`src/rtl/transfer_function_pkg.sv`:
```
// Shared constants and types for the lock-in transfer-function demodulator:
// command addresses on page 0x42, FSM state encoding and default widths.
package transfer_function_pkg;

   localparam int W_IN_DEF  = 16;
   localparam int W_ACC_DEF = 64;

   localparam logic [15:0] ADDR_LEN    = 16'h4200;
   localparam logic [15:0] ADDR_SETTLE = 16'h4201;
   localparam logic [15:0] ADDR_START  = 16'h4202;
   localparam logic [15:0] ADDR_ABORT  = 16'h4203;

   // Post-integration flush length: covers the product and accumulate stages.
   localparam logic [31:0] DRAIN_CYCLES = 32'd2;

   typedef enum logic [2:0] {
      ST_IDLE,
      ST_SETTLE,
      ST_INTEGRATE,
      ST_DRAIN,
      ST_DONE
   } state_e;

endpackage

```
`src/rtl/lockin_mac.sv`:
```
// One lock-in channel: input register, registered full-precision product,
// then a clearable accumulator. A sample-enable bit travels alongside the data
// so a clear (start/abort) flushes anything still in flight.
module lockin_mac #(
   parameter int W_IN  = 16,
   parameter int W_ACC = 64
) (
   input  logic                    clk_in,
   input  logic                    rst_in,
   input  logic                    clr_i,
   input  logic                    en_i,
   input  logic signed [W_IN-1:0]  sig_i,
   input  logic signed [W_IN-1:0]  ref_i,
   output logic signed [W_ACC-1:0] acc_o
);

   localparam int W_PROD = 2 * W_IN;

   logic signed [W_IN-1:0]   sig_q, ref_q;
   logic signed [W_PROD-1:0] sig_x, ref_x, prod_d, prod_q;
   logic signed [W_ACC-1:0]  prod_ext, acc_q;
   logic                     en1_q, en2_q;

   // Widen operands before multiplying so the product is exact at 2*W_IN bits.
   always_comb begin
      sig_x    = {{W_IN{sig_q[W_IN-1]}}, sig_q};
      ref_x    = {{W_IN{ref_q[W_IN-1]}}, ref_q};
      prod_d   = sig_x * ref_x;
      prod_ext = {{(W_ACC-W_PROD){prod_q[W_PROD-1]}}, prod_q};
   end

   // Three-stage pipeline: capture inputs, multiply, accumulate.
   always_ff @(posedge clk_in or posedge rst_in) begin
      if (rst_in) begin
         sig_q  <= '0;
         ref_q  <= '0;
         en1_q  <= 1'b0;
         prod_q <= '0;
         en2_q  <= 1'b0;
         acc_q  <= '0;
      end else begin
         sig_q  <= sig_i;
         ref_q  <= ref_i;
         en1_q  <= en_i & ~clr_i;
         prod_q <= prod_d;
         en2_q  <= en1_q & ~clr_i;
         if (clr_i) begin
            acc_q <= '0;
         end else if (en2_q) begin
            acc_q <= acc_q + prod_ext;
         end
      end
   end

   assign acc_o = acc_q;

endmodule

```
`src/rtl/transfer_function_demod.sv`:
```
// Lock-in receiver: multiplies the response by cos (I) and sin (Q) references,
// integrates over N samples after S settle cycles, and presents the sums with
// a one-cycle done strobe. Configured over the shared command bus, page 0x42.
//
//   state        | meaning
//   -------------+-----------------------------------------------------------
//   ST_IDLE      | no run active, outputs hold the last completed result
//   ST_SETTLE    | waiting S cycles before sampling
//   ST_INTEGRATE | N sample-enabled cycles fed into the MAC pipelines
//   ST_DRAIN     | 2 cycles for the last products to reach the accumulators
//   ST_DONE      | 1 cycle; leaving it loads i_out/q_out and pulses done_out
module transfer_function_demod
   import transfer_function_pkg::*;
#(
   parameter int W_IN  = W_IN_DEF,
   parameter int W_ACC = W_ACC_DEF
) (
   input  logic                    clk_in,
   input  logic                    rst_in,
   input  logic                    cmd_trig_in,
   input  logic [15:0]             cmd_addr_in,
   input  logic [15:0]             cmd_data1_in,
   input  logic [15:0]             cmd_data2_in,
   input  logic signed [W_IN-1:0]  sig_in,
   input  logic signed [W_IN-1:0]  sin_in,
   input  logic signed [W_IN-1:0]  cos_in,
   output logic signed [W_ACC-1:0] i_out,
   output logic signed [W_ACC-1:0] q_out,
   output logic                    done_out,
   output logic                    busy_out
);

   logic [31:0] cmd_word;
   logic        wr_len, wr_settle, do_start, do_abort;

   logic [31:0] len_f_q, settle_f_q, len_eff;
   logic [31:0] len_w_q, len_w_d;
   logic [31:0] cnt_q, cnt_d;
   state_e      state_q, state_d;
   logic        done_d, done_q;
   logic        integ_en, clr;

   logic signed [W_ACC-1:0] i_acc, q_acc, i_q, q_q;

   // Command decode; only the four page-0x42 addresses do anything.
   always_comb begin
      cmd_word  = {cmd_data2_in, cmd_data1_in};
      wr_len    = cmd_trig_in && (cmd_addr_in == ADDR_LEN);
      wr_settle = cmd_trig_in && (cmd_addr_in == ADDR_SETTLE);
      do_start  = cmd_trig_in && (cmd_addr_in == ADDR_START);
      do_abort  = cmd_trig_in && (cmd_addr_in == ADDR_ABORT);
      len_eff   = (len_f_q == 32'd0) ? 32'd1 : len_f_q;
   end

   // Configuration registers; a run works from its own copies taken at start.
   always_ff @(posedge clk_in or posedge rst_in) begin
      if (rst_in) begin
         len_f_q    <= 32'd1;
         settle_f_q <= 32'd0;
      end else begin
         if (wr_len)    len_f_q    <= cmd_word;
         if (wr_settle) settle_f_q <= cmd_word;
      end
   end

   // Next-state logic; start and abort override whatever the run is doing.
   always_comb begin
      state_d = state_q;
      cnt_d   = cnt_q;
      len_w_d = len_w_q;
      done_d  = 1'b0;
      if (do_start) begin
         len_w_d = len_eff;
         if (settle_f_q == 32'd0) begin
            state_d = ST_INTEGRATE;
            cnt_d   = len_eff;
         end else begin
            state_d = ST_SETTLE;
            cnt_d   = settle_f_q;
         end
      end else if (do_abort) begin
         state_d = ST_IDLE;
      end else begin
         case (state_q)
            ST_SETTLE: begin
               if (cnt_q == 32'd1) begin
                  state_d = ST_INTEGRATE;
                  cnt_d   = len_w_q;
               end else begin
                  cnt_d = cnt_q - 32'd1;
               end
            end
            ST_INTEGRATE: begin
               if (cnt_q == 32'd1) begin
                  state_d = ST_DRAIN;
                  cnt_d   = DRAIN_CYCLES;
               end else begin
                  cnt_d = cnt_q - 32'd1;
               end
            end
            ST_DRAIN: begin
               if (cnt_q == 32'd1) begin
                  state_d = ST_DONE;
               end else begin
                  cnt_d = cnt_q - 32'd1;
               end
            end
            ST_DONE: begin
               state_d = ST_IDLE;
               done_d  = 1'b1;
            end
            ST_IDLE: state_d = ST_IDLE;
            default: state_d = ST_IDLE;
         endcase
      end
   end

   // FSM state, down-counter and working length.
   always_ff @(posedge clk_in or posedge rst_in) begin
      if (rst_in) begin
         state_q <= ST_IDLE;
         cnt_q   <= 32'd0;
         len_w_q <= 32'd1;
      end else begin
         state_q <= state_d;
         cnt_q   <= cnt_d;
         len_w_q <= len_w_d;
      end
   end

   // Flushing on abort as well as start keeps stale products out of any run.
   always_comb begin
      integ_en = (state_q == ST_INTEGRATE);
      clr      = do_start | do_abort;
   end

   lockin_mac #(.W_IN(W_IN), .W_ACC(W_ACC)) u_mac_i (
      .clk_in (clk_in),
      .rst_in (rst_in),
      .clr_i  (clr),
      .en_i   (integ_en),
      .sig_i  (sig_in),
      .ref_i  (cos_in),
      .acc_o  (i_acc)
   );

   lockin_mac #(.W_IN(W_IN), .W_ACC(W_ACC)) u_mac_q (
      .clk_in (clk_in),
      .rst_in (rst_in),
      .clr_i  (clr),
      .en_i   (integ_en),
      .sig_i  (sig_in),
      .ref_i  (sin_in),
      .acc_o  (q_acc)
   );

   // Result registers and done strobe, loaded on the edge leaving ST_DONE.
   always_ff @(posedge clk_in or posedge rst_in) begin
      if (rst_in) begin
         i_q    <= '0;
         q_q    <= '0;
         done_q <= 1'b0;
      end else begin
         done_q <= done_d;
         if (done_d) begin
            i_q <= i_acc;
            q_q <= q_acc;
         end
      end
   end

   assign i_out    = i_q;
   assign q_out    = q_q;
   assign done_out = done_q;
   assign busy_out = (state_q != ST_IDLE);

endmodule

```
`config.mk`:
```
export PLATFORM = sky130hd
export DESIGN_NAME = transfer_function_demod
export DESIGN_NICKNAME = d
export VERILOG_FILES = /design/src/rtl/transfer_function_pkg.sv /design/src/rtl/lockin_mac.sv /design/src/rtl/transfer_function_demod.sv
export SDC_FILE = /design/constraint.sdc
export NUM_CORES = 2
export LEC_CHECK = 0
export CAP_MARGIN = 10
export CORE_ASPECT_RATIO = 0.8
export CORE_UTILIZATION = 57
export DETAILED_ROUTE_END_ITERATION = 10
export PLACE_DENSITY = 0.82
export SLEW_MARGIN = 20
export SYNTH_ARGS = -nofsm -noshare
export SYNTH_HDL_FRONTEND = slang
export SYNTH_SLANG_ARGS = --single-unit
```
`constraint.sdc`:
```
create_clock -name clk_in -period 18 [get_ports clk_in]
set_clock_uncertainty 0.1 [all_clocks]
set_input_delay 3.6 -clock clk_in [delete_from_list [all_inputs] [get_ports clk_in]]
set_output_delay 3.6 -clock clk_in [all_outputs]
set_load 0.01 [all_outputs]
```
==> impl_metrics.csv <==
group,metric,value,unit
outcome,outcome,"finished clean",
synth,yosys_most_used_dff,"dfrtp_1",
clocking,clkTransAtPathRegs,70,ps
route,drt_wl_total,109000,um
synth,ys_top_cells_by_area,"dfrtp_1 27%, fa_1 23%, ha_1 8.0%",
worst_setup_path,crit_top_cell,"fa_1",
timing,rsz0062_at_grt,"no",
floorplanning,coreArea,0.0791,mm^2
min_path,min_from,"len_w_q[0]$_DFFE_PP1P_",
synth,synthSimpleGateAreaFrac,13.6,%
placed_design,io_buffers,228,
worst_setup_path,path_cells,"nand2_1 > fa_1 > fa_1 > fa_1 > fa_1 > inv_1 > fa_1 > fa_1 > ha_1 > a21o_1 > a21o_1 > a21oi_1 > o31ai_1 > a21oi_1 > o211ai_1 > o21a_1 > o21a_1 > o211ai_1 > mux2i_1 > a221oi_1",
synth,synthCells,4666,
floorplanning,floorplan.initialDensity,57.8,%
cells_and_area,drive_gt1_share,7.38,%
floorplanning,num_io_pins,229,
clocking,clkSinkCount,502,
synth,syn_area,0.0457,mm^2
global_route,grt_pass1_vias,34579,
floorplanning,die_w,319,um
worst_setup_path,critical_path_class,"flip-flop to flip-flop",
synth,yosysMostFrequentCell,"inv_1",
synth,synth.yosys.seq_area_share,27.5,%
timing,hold_viol,0,
global_route,grt_pass1_wl,182000,um
worst_setup_path,critPathLaunchType,"flip-flop",
timing,min_period,6950,ps
worst_setup_path,r2r-start,"u_mac_q.ref_q[1]$_DFF_PP0_",
worst_setup_path,cpMaxStageDelayCell,"dfrtp_1",
synth,synthesis.nets,5583,
clocking,h-tree-depth,2,
worst_setup_path,worstPathRequired,18350,ps
worst_setup_path,slowest_delay,730,ps
cells_and_area,nNetsFinal,5686,
placed_design,hpwlAfterDp,82900,um
global_route,grt_usage,27.6,%
timing,relSlewSlack,29.3,%
route,viasPerCell,5.75,
cells_and_area,antenna_cells,0,
route,first_iter_violations,2543,
timing,period_share,38.6,%
cells_and_area,design_area,0.0506,mm^2
synth,synth_seq_cells,502,
synth,synth_adder_area_share,31.0,%
synth,synth_common_cells,"630 x inv_1, 526 x fa_1, 500 x dfrtp_1",
worst_setup_path,critical-path-top-delay-family,"adder cells",
worst_setup_path,path_buf_inv,1,
placed_design,place_area,0.0487,mm^2
min_path,holdPathStages,2,
placed_design,gp_congestion,0.912,
clocking,cts_hold_buf,0,
route,first_pass_iters,6,
timing,finalSetupViolCount,0,
route,drc,0,
global_route,antenna_found_initial,0,
timing,tightest_slew,1060,ps
clocking,clk_latency,640,ps
synth,synth_top_family_by_area,"adder cells",
synth,synth_compound_area_share,10.5,%
floorplanning,die-area,0.0813,mm^2
clocking,cts_tree,"done",
clocking,clock-root-buffer,"clkbuf_16",
timing,fin_setup_tns,0,ps
floorplanning,rows,92,
floorplanning,dieHeight,255,um
clocking,post_cts_buffers,0,
synth,synthDistinctLibCells,80,
timing,drv_slew,0,
cells_and_area,area_growth_syn_to_layout,10.7,%
flow_run,timing.max_cap.violations,0,
worst_setup_path,worstPathArrival,7310,ps
worst_setup_path,timing.rr.end,"u_mac_q.prod_q[28]$_DFF_PP0_",
worst_setup_path,r2r_slack,11050,ps
timing,timing.fmax,0.144,GHz
worst_setup_path,cp_max_fo,16,
min_path,hp-class,"flip-flop to flip-flop",
worst_setup_path,end_kind,"flip-flop",
global_route,overflow,0,
route,vias,33623,
synth,synth_top_area_share,27.4,%
synth,synth-edff-count,0,
synth,synth.largest_area_cell,"dfrtp_1",
route,wl_per_cell,18.7,um
route,route.antenna.remaining_nets,0,
min_path,min_to,"len_w_q[0]$_DFFE_PP1P_",
synth,ys_warn_count,0,
global_route,grt_max_degree,99,
synth,synth_xor_area_share,3.78,%
clocking,cts_made_buffers,52,
worst_setup_path,rr_worst_depth,20,
synth,avgSynthCellArea,9.79,um^2
synth,synthMuxAreaShare,6.53,%
clocking,clock_tree.buffer_depth,3,
clocking,cts_resized,0,
synth,async_reset_ff_share,100,%
[sequential cells by signal, summed over array words and instances, names as in the netlist]
signal / cells
i_out: 64
q_out: 64
u_mac_i.acc_o: 64
u_mac_q.acc_o: 64
cnt_q: 32
len_f_q: 32
len_w_q: 32
settle_f_q: 32
u_mac_i.prod_q: 32
u_mac_q.prod_q: 32
u_mac_i.ref_q: 16
u_mac_q.ref_q: 16
u_mac_q.sig_q: 16
state_q: 3
done_out: 1
u_mac_i.en1_q: 1
u_mac_i.en2_q: 1
[layout make-up]
type                    count  area (um^2)
multi-input cells        3318        29900
fillers                  6200        28500
flip-flops and latches    502        12600
repair buffers            265         2560
inverters                 630         2370
clock buffers              66         1430
well taps                1034         1290
clock inverters            30          407
[cell families after synthesis]
logic type,count (synthesis)
simple gates,1293
buf+inv,846
fa+ha+maj,818
compound gates,736
flops,502
mux,274
xor+xnor,197
[worst max path at each step]
| stage | from | to | slack (ps) | cells after the start |
|---|---|---|---|---|
| after floorplan | rst_in | cnt_q[0]$_DFFE_PP0P_ | 290 | 1 |
| after global placement | cmd_addr_in[4] | u_mac_i.acc_o[50]$_DFFE_PP0P_ | 11000 | 8 |
| after detailed placement | cmd_addr_in[11] | u_mac_i.acc_o[50]$_DFFE_PP0P_ | 10930 | 8 |
| after CTS | u_mac_q.ref_q[1]$_DFF_PP0_ | u_mac_q.prod_q[28]$_DFF_PP0_ | 11020 | 20 |
| after global routing | u_mac_q.ref_q[1]$_DFF_PP0_ | u_mac_q.prod_q[28]$_DFF_PP0_ | 10710 | 20 |
| final | u_mac_q.ref_q[1]$_DFF_PP0_ | u_mac_q.prod_q[28]$_DFF_PP0_ | 11050 | 20 |
[metal layers]
| metal | vias to the layer above | wire (um) | track usage [%] |
|---|---|---|---|
| li1 | 15534 | - | - |
| met1 | 16714 | 48300 | 38.9 |
| met2 | 1205 | 50700 | 44.9 |
| met3 | 170 | 7430 | 4.31 |
| met4 | 0 | 2670 | 7.29 |
| met5 | - | 0 | 0 |
[per-stage QoR]
step / hold WS (ps) / util (%) / cells / setup slack [ps]
floorplan: 339 / - / 4666 / 287
detailed placement: 358 / 61.6 / 5749 / 10930
global placement: 347 / 61.6 / 5749 / 11000
global route: 384 / 64.0 / 5845 / 10710
finish: 370 / 64.0 / 5845 / 11050
CTS: 374 / 63.9 / 5845 / 11020
[placed cells by master, fill, tap and decap left out, types with 52 or more instances in the layout]
master,instances
a211oi_1,61
a21o_1,89
a21oi_1,224
and2_1,258
clkbuf_16,52
clkdlybuf4s50_1,228
dfrtp_1,499
fa_1,526
ha_1,292
inv_1,628
mux2_2,193
mux2i_1,81
nand2_1,481
nand3_1,55
nor2_1,246
o21ai_0,116
xnor2_1,125
xor2_1,72
[worst min-delay path: cells and delay by family (launching register included)]
kind,cells,cell delay (ps)
simple gates,2,100
flops,1,370
Power is left out: the tool's default activity adds up to more than one toggle a clock period on the data nets, which glitch-free logic cannot reach.
